--- config.mk ---
export PLATFORM = sky130hd
export DESIGN_NAME = pipeline_control_flat
export DESIGN_NICKNAME = d
export VERILOG_FILES = /design/src/rtl/pipeline_control_pkg.sv /design/src/rtl/pipeline_control_if.sv /design/src/rtl/pipeline_control_forwarding_unit.sv /design/src/rtl/pipeline_control.sv /design/src/flat_wrapper.sv
export SDC_FILE = /design/constraint.sdc
export NUM_CORES = 1
export LEC_CHECK = 0
export CAP_MARGIN = 10
export CORE_MARGIN = 2
export CORE_UTILIZATION = 48
export DETAILED_ROUTE_END_ITERATION = 16
export PLACE_DENSITY = 0.81
export SLEW_MARGIN = 20
export SYNTH_ARGS = -nofsm -noshare
export SYNTH_HDL_FRONTEND = slang
export SYNTH_SLANG_ARGS = --single-unit
--- constraint.sdc ---
create_clock -name clk -period 2.97 [get_ports clk]
set_clock_uncertainty 0.05 [all_clocks]
set_input_delay 0.594 -clock clk [delete_from_list [all_inputs] [get_ports clk]]
set_output_delay 0.594 -clock clk [all_outputs]
set_load 0.1 [all_outputs]
--- src/rtl/pipeline_control_pkg.sv ---
// rtl/pipeline_control_pkg.sv - shared constants for the pipeline control slice
package pipeline_control_pkg;

   // Default widths of register numbers and the ALU op code
   localparam int PC_REG_ADDR_W = 5;
   localparam int PC_ALU_OP_W   = 3;

   // ALU operand source select
   typedef enum logic [1:0] {
      FWD_REGFILE = 2'b00,
      FWD_WB      = 2'b01,
      FWD_MEM     = 2'b10
   } fwd_sel_e;

   // Control bundle slices: EX {alu_op, alu_src, reg_dst},
   // M {branch, mem_read, mem_write}, WB {reg_write, mem_to_reg}
   localparam int CTRL_EX_W = PC_ALU_OP_W + 2;
   localparam int CTRL_M_W  = 3;
   localparam int CTRL_WB_W = 2;
   localparam int CTRL_W    = CTRL_EX_W + CTRL_M_W + CTRL_WB_W;

   // A NOP travelling down the pipe is simply an all-zero bundle
   localparam logic [CTRL_W-1:0] CTRL_BUBBLE = '0;

endpackage

--- src/rtl/pipeline_control_if.sv ---
// rtl/pipeline_control_if.sv - decoder/datapath bundle of pipeline_control
interface pipeline_control_if #(
   parameter int REG_ADDR_W = pipeline_control_pkg::PC_REG_ADDR_W,
   parameter int ALU_OP_W   = pipeline_control_pkg::PC_ALU_OP_W
);
   // Decoded instruction in ID
   logic                  id_branch;
   logic                  id_reg_dst;
   logic                  id_alu_src;
   logic                  id_mem_read;
   logic                  id_mem_write;
   logic                  id_reg_write;
   logic                  id_mem_to_reg;
   logic [ALU_OP_W-1:0]   id_alu_op;
   logic [REG_ADDR_W-1:0] id_rs;
   logic [REG_ADDR_W-1:0] id_rt;
   logic [REG_ADDR_W-1:0] id_rd;
   logic                  id_uses_rt;
   logic                  ex_zero;

   // Stage controls back to the datapath
   logic [ALU_OP_W-1:0]   ex_alu_op;
   logic                  ex_alu_src;
   logic                  ex_reg_dst;
   logic [REG_ADDR_W-1:0] ex_rs;
   logic [REG_ADDR_W-1:0] ex_rt;
   logic                  mem_mem_read;
   logic                  mem_mem_write;
   logic                  mem_pc_src;
   logic [REG_ADDR_W-1:0] mem_write_reg;
   logic                  wb_reg_write;
   logic                  wb_mem_to_reg;
   logic [REG_ADDR_W-1:0] wb_write_reg;
   logic [1:0]            fwd_a;
   logic [1:0]            fwd_b;
   logic                  pc_write;
   logic                  if_id_write;
   logic                  if_id_flush;

   modport slave (
      input  id_branch, id_reg_dst, id_alu_src, id_mem_read, id_mem_write,
             id_reg_write, id_mem_to_reg, id_alu_op, id_rs, id_rt, id_rd,
             id_uses_rt, ex_zero,
      output ex_alu_op, ex_alu_src, ex_reg_dst, ex_rs, ex_rt,
             mem_mem_read, mem_mem_write, mem_pc_src, mem_write_reg,
             wb_reg_write, wb_mem_to_reg, wb_write_reg,
             fwd_a, fwd_b, pc_write, if_id_write, if_id_flush
   );

   modport master (
      output id_branch, id_reg_dst, id_alu_src, id_mem_read, id_mem_write,
             id_reg_write, id_mem_to_reg, id_alu_op, id_rs, id_rt, id_rd,
             id_uses_rt, ex_zero,
      input  ex_alu_op, ex_alu_src, ex_reg_dst, ex_rs, ex_rt,
             mem_mem_read, mem_mem_write, mem_pc_src, mem_write_reg,
             wb_reg_write, wb_mem_to_reg, wb_write_reg,
             fwd_a, fwd_b, pc_write, if_id_write, if_id_flush
   );

endinterface

--- src/rtl/pipeline_control_forwarding_unit.sv ---
// rtl/pipeline_control_forwarding_unit.sv - ALU operand forwarding selects
module forwarding_unit
   import pipeline_control_pkg::*;
#(
   parameter int REG_ADDR_W = PC_REG_ADDR_W
) (
   input  logic                  mem_reg_write,
   input  logic [REG_ADDR_W-1:0] mem_write_reg,
   input  logic                  wb_reg_write,
   input  logic [REG_ADDR_W-1:0] wb_write_reg,
   input  logic [REG_ADDR_W-1:0] ex_rs,
   input  logic [REG_ADDR_W-1:0] ex_rt,
   output fwd_sel_e              fwd_a,
   output fwd_sel_e              fwd_b
);

   logic mem_valid;
   logic wb_valid;

   // $0 is hardwired, so a write to it is never forwarded
   assign mem_valid = mem_reg_write && (mem_write_reg != '0);
   assign wb_valid  = wb_reg_write  && (wb_write_reg  != '0);

   // Pick the youngest producer of each EX source; MEM is younger than WB
   always_comb begin
      fwd_a = FWD_REGFILE;
      fwd_b = FWD_REGFILE;
      if (mem_valid && (mem_write_reg == ex_rs)) begin
         fwd_a = FWD_MEM;
      end else if (wb_valid && (wb_write_reg == ex_rs)) begin
         fwd_a = FWD_WB;
      end
      if (mem_valid && (mem_write_reg == ex_rt)) begin
         fwd_b = FWD_MEM;
      end else if (wb_valid && (wb_write_reg == ex_rt)) begin
         fwd_b = FWD_WB;
      end
   end

endmodule

--- src/rtl/pipeline_control.sv ---
// rtl/pipeline_control.sv - control stage registers, hazard and branch handling
module pipeline_control
   import pipeline_control_pkg::*;
#(
   parameter int REG_ADDR_W = PC_REG_ADDR_W,
   parameter int ALU_OP_W   = PC_ALU_OP_W
) (
   input  logic              clk,
   input  logic              reset,
   pipeline_control_if.slave bus
);

   localparam int EX_W = ALU_OP_W + CTRL_EX_W - PC_ALU_OP_W;
   localparam int BW   = EX_W + CTRL_M_W + CTRL_WB_W;

   // ID/EX
   logic [BW-1:0]         id_ctrl;
   logic [BW-1:0]         idex_ctrl;
   logic [REG_ADDR_W-1:0] idex_rs;
   logic [REG_ADDR_W-1:0] idex_rt;
   logic [REG_ADDR_W-1:0] idex_rd;
   logic [ALU_OP_W-1:0]   ex_alu_op;
   logic                  ex_alu_src;
   logic                  ex_reg_dst;
   logic                  ex_branch;
   logic                  ex_mem_read;
   logic                  ex_mem_write;
   logic                  ex_reg_write;
   logic                  ex_mem_to_reg;
   logic [REG_ADDR_W-1:0] ex_write_reg;

   // EX/MEM
   logic                  mem_branch;
   logic                  mem_zero;
   logic                  mem_mem_read;
   logic                  mem_mem_write;
   logic                  mem_reg_write;
   logic                  mem_mem_to_reg;
   logic [REG_ADDR_W-1:0] mem_write_reg;

   // MEM/WB
   logic                  wb_reg_write;
   logic                  wb_mem_to_reg;
   logic [REG_ADDR_W-1:0] wb_write_reg;

   logic                  load_use;
   logic                  branch_taken;
   logic                  stall;
   fwd_sel_e              fwd_a;
   fwd_sel_e              fwd_b;

   assign id_ctrl = {bus.id_alu_op, bus.id_alu_src, bus.id_reg_dst,
                     bus.id_branch, bus.id_mem_read, bus.id_mem_write,
                     bus.id_reg_write, bus.id_mem_to_reg};

   assign {ex_alu_op, ex_alu_src, ex_reg_dst, ex_branch, ex_mem_read,
           ex_mem_write, ex_reg_write, ex_mem_to_reg} = idex_ctrl;

   assign ex_write_reg = ex_reg_dst ? idex_rd : idex_rt;

   // A load in EX whose target ($0 excluded) is read by the instruction in ID
   assign load_use = ex_mem_read && (idex_rt != '0) &&
                     ((idex_rt == bus.id_rs) ||
                      (bus.id_uses_rt && (idex_rt == bus.id_rt)));

   assign branch_taken = mem_branch && mem_zero;

   // A taken branch redirects the PC anyway, so it overrides the stall
   assign stall = load_use && !branch_taken;

   // ID/EX stage register: bubble on reset, taken-branch flush or load-use stall
   always_ff @(posedge clk) begin
      if (reset || branch_taken || load_use) begin
         idex_ctrl <= BW'(CTRL_BUBBLE);
         idex_rs   <= '0;
         idex_rt   <= '0;
         idex_rd   <= '0;
      end else begin
         idex_ctrl <= id_ctrl;
         idex_rs   <= bus.id_rs;
         idex_rt   <= bus.id_rt;
         idex_rd   <= bus.id_rd;
      end
   end

   // EX/MEM stage register: bubble on reset or taken-branch flush
   always_ff @(posedge clk) begin
      if (reset || branch_taken) begin
         mem_branch     <= 1'b0;
         mem_zero       <= 1'b0;
         mem_mem_read   <= 1'b0;
         mem_mem_write  <= 1'b0;
         mem_reg_write  <= 1'b0;
         mem_mem_to_reg <= 1'b0;
         mem_write_reg  <= '0;
      end else begin
         mem_branch     <= ex_branch;
         mem_zero       <= bus.ex_zero;
         mem_mem_read   <= ex_mem_read;
         mem_mem_write  <= ex_mem_write;
         mem_reg_write  <= ex_reg_write;
         mem_mem_to_reg <= ex_mem_to_reg;
         mem_write_reg  <= ex_write_reg;
      end
   end

   // MEM/WB stage register: the branch in MEM has already resolved, always advance
   always_ff @(posedge clk) begin
      if (reset) begin
         wb_reg_write  <= 1'b0;
         wb_mem_to_reg <= 1'b0;
         wb_write_reg  <= '0;
      end else begin
         wb_reg_write  <= mem_reg_write;
         wb_mem_to_reg <= mem_mem_to_reg;
         wb_write_reg  <= mem_write_reg;
      end
   end

   forwarding_unit #(
      .REG_ADDR_W (REG_ADDR_W)
   ) u_forwarding_unit (
      .mem_reg_write (mem_reg_write),
      .mem_write_reg (mem_write_reg),
      .wb_reg_write  (wb_reg_write),
      .wb_write_reg  (wb_write_reg),
      .ex_rs         (idex_rs),
      .ex_rt         (idex_rt),
      .fwd_a         (fwd_a),
      .fwd_b         (fwd_b)
   );

   assign bus.ex_alu_op     = ex_alu_op;
   assign bus.ex_alu_src    = ex_alu_src;
   assign bus.ex_reg_dst    = ex_reg_dst;
   assign bus.ex_rs         = idex_rs;
   assign bus.ex_rt         = idex_rt;
   assign bus.mem_mem_read  = mem_mem_read;
   assign bus.mem_mem_write = mem_mem_write;
   assign bus.mem_pc_src    = branch_taken;
   assign bus.mem_write_reg = mem_write_reg;
   assign bus.wb_reg_write  = wb_reg_write;
   assign bus.wb_mem_to_reg = wb_mem_to_reg;
   assign bus.wb_write_reg  = wb_write_reg;
   assign bus.fwd_a         = fwd_a;
   assign bus.fwd_b         = fwd_b;
   assign bus.pc_write      = !stall;
   assign bus.if_id_write   = !stall;
   assign bus.if_id_flush   = branch_taken;

endmodule

--- src/flat_wrapper.sv ---
// flat-port wrapper written by rule: the top's interface ports become plain ports
module pipeline_control_flat import pipeline_control_pkg::*;
#(
   parameter int REG_ADDR_W = PC_REG_ADDR_W,
   parameter int ALU_OP_W   = PC_ALU_OP_W
)
  (clk, reset, bus_id_branch, bus_id_reg_dst, bus_id_alu_src, bus_id_mem_read, bus_id_mem_write, bus_id_reg_write, bus_id_mem_to_reg, bus_id_alu_op, bus_id_rs, bus_id_rt, bus_id_rd, bus_id_uses_rt, bus_ex_zero, bus_ex_alu_op, bus_ex_alu_src, bus_ex_reg_dst, bus_ex_rs, bus_ex_rt, bus_mem_mem_read, bus_mem_mem_write, bus_mem_pc_src, bus_mem_write_reg, bus_wb_reg_write, bus_wb_mem_to_reg, bus_wb_write_reg, bus_fwd_a, bus_fwd_b, bus_pc_write, bus_if_id_write, bus_if_id_flush);
  pipeline_control_if #(.REG_ADDR_W(REG_ADDR_W), .ALU_OP_W(ALU_OP_W)) bus_i ();
  input  logic clk;
  input  logic reset;
  input wire logic [$bits(bus_i.id_branch)-1:0] bus_id_branch;
  input wire logic [$bits(bus_i.id_reg_dst)-1:0] bus_id_reg_dst;
  input wire logic [$bits(bus_i.id_alu_src)-1:0] bus_id_alu_src;
  input wire logic [$bits(bus_i.id_mem_read)-1:0] bus_id_mem_read;
  input wire logic [$bits(bus_i.id_mem_write)-1:0] bus_id_mem_write;
  input wire logic [$bits(bus_i.id_reg_write)-1:0] bus_id_reg_write;
  input wire logic [$bits(bus_i.id_mem_to_reg)-1:0] bus_id_mem_to_reg;
  input wire logic [$bits(bus_i.id_alu_op)-1:0] bus_id_alu_op;
  input wire logic [$bits(bus_i.id_rs)-1:0] bus_id_rs;
  input wire logic [$bits(bus_i.id_rt)-1:0] bus_id_rt;
  input wire logic [$bits(bus_i.id_rd)-1:0] bus_id_rd;
  input wire logic [$bits(bus_i.id_uses_rt)-1:0] bus_id_uses_rt;
  input wire logic [$bits(bus_i.ex_zero)-1:0] bus_ex_zero;
  output wire logic [$bits(bus_i.ex_alu_op)-1:0] bus_ex_alu_op;
  output wire logic [$bits(bus_i.ex_alu_src)-1:0] bus_ex_alu_src;
  output wire logic [$bits(bus_i.ex_reg_dst)-1:0] bus_ex_reg_dst;
  output wire logic [$bits(bus_i.ex_rs)-1:0] bus_ex_rs;
  output wire logic [$bits(bus_i.ex_rt)-1:0] bus_ex_rt;
  output wire logic [$bits(bus_i.mem_mem_read)-1:0] bus_mem_mem_read;
  output wire logic [$bits(bus_i.mem_mem_write)-1:0] bus_mem_mem_write;
  output wire logic [$bits(bus_i.mem_pc_src)-1:0] bus_mem_pc_src;
  output wire logic [$bits(bus_i.mem_write_reg)-1:0] bus_mem_write_reg;
  output wire logic [$bits(bus_i.wb_reg_write)-1:0] bus_wb_reg_write;
  output wire logic [$bits(bus_i.wb_mem_to_reg)-1:0] bus_wb_mem_to_reg;
  output wire logic [$bits(bus_i.wb_write_reg)-1:0] bus_wb_write_reg;
  output wire logic [$bits(bus_i.fwd_a)-1:0] bus_fwd_a;
  output wire logic [$bits(bus_i.fwd_b)-1:0] bus_fwd_b;
  output wire logic [$bits(bus_i.pc_write)-1:0] bus_pc_write;
  output wire logic [$bits(bus_i.if_id_write)-1:0] bus_if_id_write;
  output wire logic [$bits(bus_i.if_id_flush)-1:0] bus_if_id_flush;
  assign bus_i.id_branch = bus_id_branch;
  assign bus_i.id_reg_dst = bus_id_reg_dst;
  assign bus_i.id_alu_src = bus_id_alu_src;
  assign bus_i.id_mem_read = bus_id_mem_read;
  assign bus_i.id_mem_write = bus_id_mem_write;
  assign bus_i.id_reg_write = bus_id_reg_write;
  assign bus_i.id_mem_to_reg = bus_id_mem_to_reg;
  assign bus_i.id_alu_op = bus_id_alu_op;
  assign bus_i.id_rs = bus_id_rs;
  assign bus_i.id_rt = bus_id_rt;
  assign bus_i.id_rd = bus_id_rd;
  assign bus_i.id_uses_rt = bus_id_uses_rt;
  assign bus_i.ex_zero = bus_ex_zero;
  assign bus_ex_alu_op = bus_i.ex_alu_op;
  assign bus_ex_alu_src = bus_i.ex_alu_src;
  assign bus_ex_reg_dst = bus_i.ex_reg_dst;
  assign bus_ex_rs = bus_i.ex_rs;
  assign bus_ex_rt = bus_i.ex_rt;
  assign bus_mem_mem_read = bus_i.mem_mem_read;
  assign bus_mem_mem_write = bus_i.mem_mem_write;
  assign bus_mem_pc_src = bus_i.mem_pc_src;
  assign bus_mem_write_reg = bus_i.mem_write_reg;
  assign bus_wb_reg_write = bus_i.wb_reg_write;
  assign bus_wb_mem_to_reg = bus_i.wb_mem_to_reg;
  assign bus_wb_write_reg = bus_i.wb_write_reg;
  assign bus_fwd_a = bus_i.fwd_a;
  assign bus_fwd_b = bus_i.fwd_b;
  assign bus_pc_write = bus_i.pc_write;
  assign bus_if_id_write = bus_i.if_id_write;
  assign bus_if_id_flush = bus_i.if_id_flush;
  pipeline_control #(.REG_ADDR_W(REG_ADDR_W), .ALU_OP_W(ALU_OP_W)) u_core (.clk(clk), .reset(reset), .bus(bus_i));
endmodule
# After elaboration in Yosys (flattened, before gate mapping)
# Index checks and enable logic that the tools add are counted.
# word_totals
ff_bits	43
latch_bits	0
ramBits	0
romBits	0
inputBits	29
out_inout_bits	37
word_cells	44
n_memories	0
# classes
addsub	0
mul	0
div	0
magnitude_cmp	0
eq_ne	6
n_shift	0
mux	5
bitwise_logic	0
n_reduce_logical	19
# op_table
cell	count
equality test 5 bit	6
nonzero test 5 bit	3
logical AND 1 bit	11
two-way mux 5 bit	1
two-way mux 2 bit	2
logical OR 1 bit	3
zero test 1 bit	2
two-way mux 1 bit	2

# Logic depth before layout (Yosys ltp)
# Gate-level depths: netlist (run 1).
# depth
ltp_word	6
depth_mapped	7
depth_no_buf	5

# Hierarchy
# Synthesis (run 1) repeated with hierarchy kept, for this count alone.
# unflattened
cells_unflattened	186
hier_area_um2	1829.3
# modules_own_cells
module	n_inst	cells_per_inst	area_per_inst_um2
pipeline_control	1	152	1571.5
forwarding_unit	1	34	257.7

# Worst setup path after synthesis (run 1)
# No wires, ideal clock.
# synth_path
kind	flip-flop to output port
startpoint	reg u_core.idex_rt[4] (netlist: u_core.bus.ex_rt[4])
endpoint	out bus_fwd_b[0]
arrival_time_ps	6448
path_slack_ps	-4122
path_stages_with_launch	6
n_path_buf	1
cell_sequence	dfxtp_1 -> buf_2 -> xnor2_1 -> nand3_1 -> nor4_1 -> nor4_1
# synth_via
elab_chain_len	4
elab_cells_between_ends	6
cone_classes	eq/ne: 2; mux: 2; reduce/logical: 2
# synth_rtl
element	line	source
start: declaration	pipeline_control.sv:20	logic [REG_ADDR_W-1:0] idex_rt;
start signal: assignment	pipeline_control.sv:81	idex_rt <= bus.id_rt;
equality test 5 bit	pipeline_control_forwarding_unit.sv:35	end else if (wb_valid && (wb_write_reg == ex_rt)) begin
logical AND 1 bit	pipeline_control_forwarding_unit.sv:35	
two-way mux 1 bit	pipeline_control_forwarding_unit.sv:35	
two-way mux 2 bit (*)	pipeline_control_forwarding_unit.sv:33	if (mem_valid && (mem_write_reg == ex_rt)) begin
end: declaration	flat_wrapper.sv:37	output wire logic [$bits(bus_i.fwd_b)-1:0] bus_fwd_b;
# Every way passes the cells marked *; elsewhere a longest branch is shown, timed or not.

# Final worst setup path (run 1)
# layout_path
startpoint	reg u_core.idex_rs[2] (netlist: u_core.bus.ex_rs[2])
endpoint	out bus_fwd_a[0]
# layout_via
elab_chain_len	4
elab_cells_between_ends	6
cone_classes	eq/ne: 2; mux: 2; reduce/logical: 2
# layout_rtl
element	line	source
start: declaration	pipeline_control.sv:19	logic [REG_ADDR_W-1:0] idex_rs;
start signal: assignment	pipeline_control.sv:80	idex_rs <= bus.id_rs;
equality test 5 bit	pipeline_control_forwarding_unit.sv:30	end else if (wb_valid && (wb_write_reg == ex_rs)) begin
logical AND 1 bit	pipeline_control_forwarding_unit.sv:30	
two-way mux 1 bit	pipeline_control_forwarding_unit.sv:30	
two-way mux 2 bit (*)	pipeline_control_forwarding_unit.sv:28	if (mem_valid && (mem_write_reg == ex_rs)) begin
end: declaration	flat_wrapper.sv:36	output wire logic [$bits(bus_i.fwd_a)-1:0] bus_fwd_a;
# Marked as above.

==> reports/qor.txt, run 1 <==
status -> complete, no violations
hold-fix buffers at CTS -> 0
global-route wire length before repair -> 6748 microns
ys flop type -> dfxtp_1
worst skew pair latency -> 0.30 ns
CP max FO -> 3
Seq/Total Area, Yosys -> 46.39%
Post-Synthesis Net Count -> 218
switch share -> 33.01%
Worst Path Buf+Inv -> 1
row cnt -> 22
H-tree levels -> 2
worst vdd rail ir drop -> 347.2 uV
most common cell in the netlist -> dfxtp_1
drt initial violations -> 34
multi-input logic area -> 944.7 sq um
max-cap violations -> 0
layout cells sized above 1 -> 39.02%
vias in the first global route -> 1390
via count -> 1441
register share of total power -> 45.5%
Ant. Diodes -> 0
setup bufs post-CTS -> 0
synth top area cells -> dfxtp_1, a21oi_2, xnor2_1
post-DP HPWL -> 3112 microns
count of warnings emitted by yosys -> 0
area of the die -> 4379 sq um
P_leak -> 1.103 nW
Remaining DRCs -> 0
achievable frequency -> 386.2 MHz
total gr overflow -> 0
max reg flops -> 10
Initial Util -> 50.31%
Fill cells -> 281
Crit. End Element -> primary output
Cells after Synth -> 189
Nets -> 274
critical path class -> reg -> out
placed cell areas -> 2574 sq um
Worst path max stage delay -> 0.58 ns
worst slack, placed -> 0.3878 ns
fin util -> 72.52%
Gate power share -> 25.3%
critical path's top delay family -> simple AND/OR/NAND/NOR gates
Storage cell area -> 934.6 sq um
Crit-path slowest cell -> or4_1
flops & latches, synth -> 43
P_int -> 0.9304 mW
worst slew pin tran -> 0.3959 ns
Clk pwr share -> 29.2%
required time of the worst setup path -> 2.33 ns
worst hold path class -> reg -> reg
Synth Area per Inst -> 9.818 sq um
gpl congestion -> 0.8038
routed vias/inst -> 4.901
largest area contributor in the netlist -> dfxtp_1
Biggest register -> u_core.idex_ctrl
I/O pin count -> 66
CTS tree -> done
die height -> 66.18 microns
DR WL/cell -> 14.01 microns
WL final -> 4118 microns
Relative slew margins -> 73.61%
Synth cell types -> 25
Worst setup SP type -> flop
Final Setup Violations -> 0
Cell Area, Synth -> 1856 sq um
Num CTS Buffers -> 5
core area -> 3689 sq um
fin area -> 2675 sq um
Synth async-reset ratio -> 0%
final hold violation count -> 0
number of clock sinks -> 43
max-slew violations -> 0
CP arrival -> 1.95 ns
Pwr Density -> 519.2 nW/um^2
cell types with the highest counts after synthesis -> dfxtp_1, nand2_1, a21oi_2
fin crit share -> 87.18%
Tot GR Track Use -> 20.74%
crit path cell chain -> xor2_1, or4_1, nor4_4, buf_12
Antenna Violating Nets Remaining -> 0
Final WS setup -> 0.3807 ns
Switch Pwr -> 0.4585 mW
die width -> 66.18 microns
EDFF count, synth -> 0
initial antenna violation count -> 0
Layout area overhead -> 44.17%
clock buffer depth -> 2
minimum clock period after layout -> 2.589 ns
Root Driver -> clkbuf_8
Post-CTS Resized -> 0
First-pass DRT Iterations -> 4
PortBufs -> 65
Clock transition at path regs -> 0.07 ns
largest net degree at the start of global routing -> 26
Final Hold Slack -> 0.3838 ns
RSZ-0062 raised after global routing -> false
top cell type's share of synthesized area -> 46.39%
logic make-up after synthesis:
kind of cell | synth area share [%]
xor+xnor | 14.16
compound gates | 12.20
buf+inv | 8.158
simple gates | 16.39
mux | 2.697
flops | 46.39
layer usage:
layer	vias to the layer above	part of all wire, %	track usage, %
met5	-	0	0
met4	0	1.4	7.653
met3	5	5.8	6.985
met2	40	50	33.38
met1	674	43	25.61
li1	722	-	-
final timing paths:
path                                   from                               end  slack (ns)  cells past startpoint
max          u_core.bus.ex_rs[2]$_SDFF_PP0_                      bus_fwd_a[0]        0.38                      4
min          u_core.idex_ctrl[0]$_SDFF_PP0_  u_core.mem_mem_to_reg$_SDFF_PP0_        0.38                      1
max reg2reg  u_core.bus.ex_rt[1]$_SDFF_PP0_    u_core.idex_ctrl[2]$_SDFF_PP0_        1.26                      4
min reg2reg  u_core.idex_ctrl[0]$_SDFF_PP0_  u_core.mem_mem_to_reg$_SDFF_PP0_        0.38                      1
per-stage QoR:
stage / setup TNS (ns) / total power [mW] / cells
2_1_floorplan: -0.1744 / 0.9156 / 189
3_3_place_gp: 0 / 0.9943 / 286
3_5_place_dp: 0 / 1.000 / 286
4_1_cts: 0 / 1.404 / 294
5_1_grt: 0 / 1.448 / 294
6_report: 0 / 1.389 / 294
cell type report:
class,instances,area share [%]
clock buffers,8,3.789
flip-flops and latches,43,34.94
multi-input cells,126,35.31
inverters,1,0.1403
repair buffers,68,23.57
well taps,48,2.245
layout by cell type, fill, tap and decap left out, drive strengths merged:
cell type and count:
dfxtp 43, buf 40, nand2 28, clkdlybuf4s50 28, a21oi 25, xnor2 16
xor2 14, clkbuf 8, nor2b 7, and2 6, nor2 6, mux2i 5
or4 5, nor4 4, nand3 4, o21ai 2, inv 1, o21a 1
nand4 1, o22ai 1, nand2b 1
power by group through the flow:
stage                     logic, mW  clock network, mW  registers, mW
after detailed placement      0.353                  0          0.647
final                         0.351              0.406          0.632
after CTS                     0.354              0.417          0.633
after global placement        0.349                  0          0.646
after floorplan               0.160                  0          0.755
after global routing          0.370              0.441          0.637
Power figures use the tool's default switching activity.
==> run 2: changes to the inputs <==
--- a/config.mk
+++ b/config.mk
@@ -5,8 +5,7 @@
 export SDC_FILE = /design/constraint.sdc
 export NUM_CORES = 1
 export LEC_CHECK = 0
-export CAP_MARGIN = 10
-export CORE_MARGIN = 2
+export CAP_MARGIN = 25
 export CORE_UTILIZATION = 48
 export DETAILED_ROUTE_END_ITERATION = 16
 export PLACE_DENSITY = 0.81
==> run 2 against run 1 <==
Net effect:
- non-clock buffer count is the same
- register-to-register slack got worse by 0.03 ns
- sequential share of layout area is essentially flat
- core utilization up 0.068 points
- first-iteration DRC count rose by 15%
- via count up 0.21%
- cell area hardly changed
- highest routed layer unchanged
- critical path type is now in -> out
- final cell count is the same
- largest cell class unchanged
==> reports/qor.txt, run 2 (synthesis gave the netlist of run 1 again) <==
status -> complete, no violations
initial antenna violation count -> 0 (unchanged)
worst slew pin tran -> 0.3913 ns (-0.004596 ns)
placed cell areas -> 2574 sq um (unchanged)
Final WS setup -> 0.3763 ns (-0.004440 ns)
RSZ-0062 raised after global routing -> false
hold-fix buffers at CTS -> 0 (unchanged)
Antenna Violating Nets Remaining -> 0 (unchanged)
critical path class -> in -> out
die width -> 64.18 microns (-3.0%)
required time of the worst setup path -> 2.33 ns (about the same)
minimum clock period after layout -> 2.594 ns (+0.004440 ns)
start point of the critical path -> bus_id_rt[4]
HP Start -> u_core.idex_ctrl[0]$_SDFF_PP0_
H-tree levels -> 2 (unchanged)
FF-to-FF path depth -> 4 (unchanged)
core area -> 3689 sq um (unchanged)
RR Startpoint -> u_core.bus.ex_rt[1]$_SDFF_PP0_
fin util -> 72.59% (about the same)
setup bufs post-CTS -> 0 (unchanged)
CP max FO -> 2 (-1)
max-slew violations -> 0 (unchanged)
Nets -> 274 (unchanged)
final hold violation count -> 0 (unchanged)
Clock transition at path regs -> 0.08 ns (about the same)
max-cap violations -> 0 (unchanged)
WL final -> 4027 microns (-2.2%)
routed vias/inst -> 4.912 (+0.21%)
Worst setup SP type -> input pin
drt initial violations -> 39 (+15%)
Pwr Density -> 519.0 nW/um^2 (about the same)
Final Total Pwr -> 1.390 mW (about the same)
layout cells sized above 1 -> 39.43% (+0.41 points)
fin crit share -> 87.33% (+0.15 points)
Root Driver -> clkbuf_8
Relative slew margins -> 73.91% (+0.31 points)
I/O pin count -> 66 (unchanged)
most frequent cells in the layout -> buf_4, nand2_1, clkdlybuf4s50_1
gpl congestion -> 0.8126 (+1.1%)
max reg flops -> 10 (unchanged)
CP arrival -> 1.95 ns (about the same)
Ant. Diodes -> 0 (unchanged)
worst vdd rail ir drop -> 436.2 uV (+26%)
First-pass DRT Iterations -> 4 (unchanged)
Layout area overhead -> 44.30% (about the same)
Initial Util -> 50.31% (unchanged)
clock buffer depth -> 2 (unchanged)
DR WL/cell -> 13.70 microns (-2.2%)
area of the die -> 4118 sq um (-6.0%)
Crit. End Element -> primary output
commonest non-fill, non-tap cell in the layout -> buf_4
total gr overflow -> 0 (unchanged)
number of clock sinks -> 43 (unchanged)
Biggest register -> u_core.idex_ctrl
via count -> 1444 (+0.21%)
Final Hold Slack -> 0.3799 ns (-0.003895 ns)
fin area -> 2678 sq um (about the same)
worst hold path class -> reg -> reg
Tot GR Track Use -> 22.10% (+1.4 points)
post-route insts no fill -> 294 (unchanged)
Cells after DPL -> 286 (unchanged)
Remaining DRCs -> 0 (unchanged)
Num CTS Buffers -> 5 (unchanged)
Post-CTS Resized -> 0 (unchanged)
global-route wire length before repair -> 6906 microns (+2.3%)
P_leak -> 1.106 nW (+0.30%)
worst skew pair latency -> 0.29 ns (about the same)
worst slack, placed -> 0.3838 ns (-0.004041 ns)
hold depth -> 1 (unchanged)
PortBufs -> 65 (unchanged)
Final Setup Violations -> 0 (unchanged)
achievable frequency -> 385.6 MHz (-0.17%)
CTS tree -> done
row cnt -> 22 (unchanged)
vias in the first global route -> 1440 (+3.6%)
post-DP HPWL -> 2944 microns (-5.4%)
die height -> 64.18 microns (-3.0%)
total negative slack -> 0 ns (unchanged)
Fill cells -> 295 (+5.0%)
largest net degree at the start of global routing -> 32 (+23%)
[run 2: changes by cell type in the layout (fill, tap and decap cells not counted)]
cell,delta
inv_4,+1
clkbuf_1,-1
[run 2: path summary, 6_finish.rpt]
check	slack (ns)	end
max	0.38	bus_if_id_write
min	0.38	u_core.mem_mem_to_reg$_SDFF_PP0_
max reg2reg	1.23	u_core.idex_ctrl[5]$_SDFF_PP0_
min reg2reg	0.38	u_core.mem_mem_to_reg$_SDFF_PP0_
[run 2: final cells by class]
| type | instances | area [sq um] | share of cell area [%] |
|---|---|---|---|
| flip-flops and latches | 43 | 934.6 | 34.91 |
| well taps | 48 | 60.06 | 2.243 |
| multi-input cells | 126 | 944.7 | 35.28 |
| inverters | 1 | 3.754 | 0.1402 |
| clock buffers | 7 | 97.59 | 3.645 |
| clock inverters | 1 | 6.256 | 0.2336 |
| repair buffers | 68 | 630.6 | 23.55 |
[run 2: worst max-delay path, stage by stage]
cell and delay [ns]:
clkdlybuf4s50_1 0.50, xnor2_1 0.15, nand4_1 0.18, o22ai_4 0.21, nand3_4 0.13, buf_12 0.19
[run 2: power breakdown]
group	switching, mW	leakage, nW	internal [mW]	total, mW
logic	0.238	0.684	0.114	0.351
registers	0.0334	0.369	0.599	0.633
clock network	0.188	0.0539	0.217	0.406
total	0.459	1.11	0.930	1.39
[run 2: routing by layer]
layer	wire length (microns)	share of wire, %	vias up	GRT usage [%]
met5	0	0	-	0
met4	38	0.94	0	9.167
met3	160	4.0	4	5.536
met2	1992	49	38	36.04
met1	1834	46	683	27.67
li1	-	-	719	-
==> run 3: changes to the inputs <==
--- a/config.mk
+++ b/config.mk
@@ -9,6 +9,7 @@
 export CORE_UTILIZATION = 48
 export DETAILED_ROUTE_END_ITERATION = 16
 export PLACE_DENSITY = 0.81
+export REMOVE_ABC_BUFFERS = 1
 export SLEW_MARGIN = 20
 export SYNTH_ARGS = -nofsm -noshare
 export SYNTH_HDL_FRONTEND = slang
==> run 3 against run 2 <==
Net effect:
- clock power up 28%
- critical path depth down 1
- core utilization down 2.6 points
- combinational power decreased by 3%
- setup slack got worse by 0.14 ns
- register-to-register slack gained 0.02 ns
- critical endpoint is now bus_fwd_b[0]
- sequential cell count unchanged
==> reports/qor.txt, run 3 (synthesis gave the netlist of run 1 again) <==
Ant. Diodes -> 0 (unchanged)
First-pass DRT Iterations -> 4 (unchanged)
Tot GR Track Use -> 20.69% (-1.4 points)
CP max FO -> 5 (+3)
post-DP HPWL -> 2758 microns (-6.3%)
minimum clock period after layout -> 2.732 ns (+0.1386 ns)
Num CTS Buffers -> 5 (unchanged)
H-tree levels -> 2 (unchanged)
Nets -> 277 (+1.1%)
worst vdd rail ir drop -> 416.7 uV (-4.5%)
row cnt -> 22 (unchanged)
Clock transition at path regs -> 0.07 ns (about the same)
CP arrival -> 2.09 ns (+0.14 ns)
initial antenna violation count -> 0 (unchanged)
Crit. End Element -> primary output
Initial Util -> 50.31% (unchanged)
via count -> 1423 (-1.5%)
status -> complete, no violations
Final Total Pwr -> 1.497 mW (+7.7%)
Final Setup Violations -> 0 (unchanged)
Biggest register -> u_core.idex_ctrl
worst hold path class -> reg -> reg
critical path class -> reg -> out
fin crit share -> 92.00% (+4.7 points)
max reg flops -> 10 (unchanged)
required time of the worst setup path -> 2.33 ns (about the same)
register share of total power -> 42.4% (-3.1 points)
layout cells sized above 1 -> 29.32% (-10 points)
Fill cells -> 284 (-3.7%)
die height -> 64.18 microns (unchanged)
area of the die -> 4118 sq um (unchanged)
vias in the first global route -> 1435 (-0.35%)
RSZ-0062 raised after global routing -> false
clock buffer depth -> 2 (unchanged)
max-slew violations -> 0 (unchanged)
worst slew pin tran -> 0.4813 ns (+0.08997 ns)
multi-input logic area -> 858.3 sq um (-9.1%)
achievable frequency -> 366.0 MHz (-5.1%)
worst skew pair latency -> 0.29 ns (about the same)
largest net degree at the start of global routing -> 26 (-19%)
die width -> 64.18 microns (unchanged)
most frequent cells in the layout -> dfxtp_1, buf_4, nand2_1, clkdlybuf4s50_1, a21oi_2
commonest non-fill, non-tap cell in the layout -> dfxtp_1
Worst setup SP type -> flop
hold-fix buffers at CTS -> 0 (unchanged)
WL final -> 3746 microns (-7.0%)
Root Driver -> clkbuf_8
Clk pwr share -> 34.8% (+5.6 points)
number of clock sinks -> 43 (unchanged)
Gate power share -> 22.8% (-2.5 points)
P_leak -> 1.118 nW (+1.0%)
total negative slack -> 0 ns (unchanged)
PortBufs -> 65 (unchanged)
Antenna Violating Nets Remaining -> 0 (unchanged)
DR WL/cell -> 12.61 microns (-7.9%)
Storage cell area -> 860.8 sq um (-7.9%)
drt initial violations -> 52 (+33%)
switch share -> 29.62% (-3.4 points)
gpl congestion -> 0.8358 (+2.9%)
core area -> 3689 sq um (unchanged)
Remaining DRCs -> 0 (unchanged)
Layout area overhead -> 39.11%
I/O pin count -> 66 (unchanged)
final hold violation count -> 0 (unchanged)
Pwr Density -> 579.8 nW/um^2 (+12%)
CTS tree -> done
total gr overflow -> 0 (unchanged)
routed vias/inst -> 4.791 (-2.4%)
Switch Pwr -> 0.4433 mW (-3.5%)
max-cap violations -> 0 (unchanged)
P_int -> 1.053 mW (+13%)
Relative slew margins -> 67.62% (-6.3 points)
global-route wire length before repair -> 6555 microns (-5.1%)
run 3: final cells by class:
| class | instances | share of cell area [%] |
|---|---|---|
| inverter | 1 | 0.1454 |
| clock buffer | 6 | 2.811 |
| timing repair buffer | 71 | 25.79 |
| multi-input combinational | 126 | 33.25 |
| sequential | 43 | 33.35 |
| tap | 48 | 2.327 |
| clock inverter | 2 | 2.327 |
run 3: final timing paths:
path	endpoint	slack, ns	start	cells past startpoint
worst max-delay path	bus_fwd_b[0]	0.24	u_core.bus.mem_write_reg[2]$_SDFF_PP0_	5
worst min-delay path	u_core.mem_mem_to_reg$_SDFF_PP0_	0.38	u_core.idex_ctrl[0]$_SDFF_PP0_	1
worst max register to register	u_core.idex_ctrl[2]$_SDFF_PP0_	1.25	u_core.bus.ex_rt[1]$_SDFF_PP0_	4
worst min register to register	u_core.mem_mem_to_reg$_SDFF_PP0_	0.38	u_core.idex_ctrl[0]$_SDFF_PP0_	1
run 3: metal layers:
layer	track usage (%)	up-vias	wire (microns)
met5	0	-	0
met4	6.111	0	41
met3	5.893	3	252
met2	35.90	50	1866
met1	24.67	641	1586
li1	-	729	-
run 3: timing repair:
item                       CTS  global route
resized for setup            0             2
setup endpoints to repair    0             2
buffers inserted             0             0
hold endpoints to repair     0             0
run 3: through the flow:
stage	util [%]	hold WS (ns)	cells	worst slack, ns	cell area, sq um
global placement	66.04	0.3583	289	0.2880	2436
detailed placement	66.04	0.3644	289	0.2594	2436
CTS	69.64	0.3830	297	0.09858	2569
global route	69.98	0.3989	297	0.09945	2581
floorplan	-	0.3557	170	-4.023	1708
finish	69.98	0.3793	297	0.2377	2581
run 3: power by group through the flow:
stage          registers [mW]  clock network (mW)  logic, mW
6_report                0.634               0.521      0.342
2_1_floorplan           0.785                   0     0.0985
3_5_place_dp            0.648                   0      0.342
5_1_grt                 0.638               0.559      0.362
4_1_cts                 0.634               0.534      0.343
3_3_place_gp            0.648                   0      0.338
run 3: critical path, cell delays in order, from the launching register on:
cell and delay, ns:
dfxtp_1 0.37, or4_1 0.53, o21ai_1 0.18, nor4_1 0.11
nor4_2 0.39, buf_12 0.22
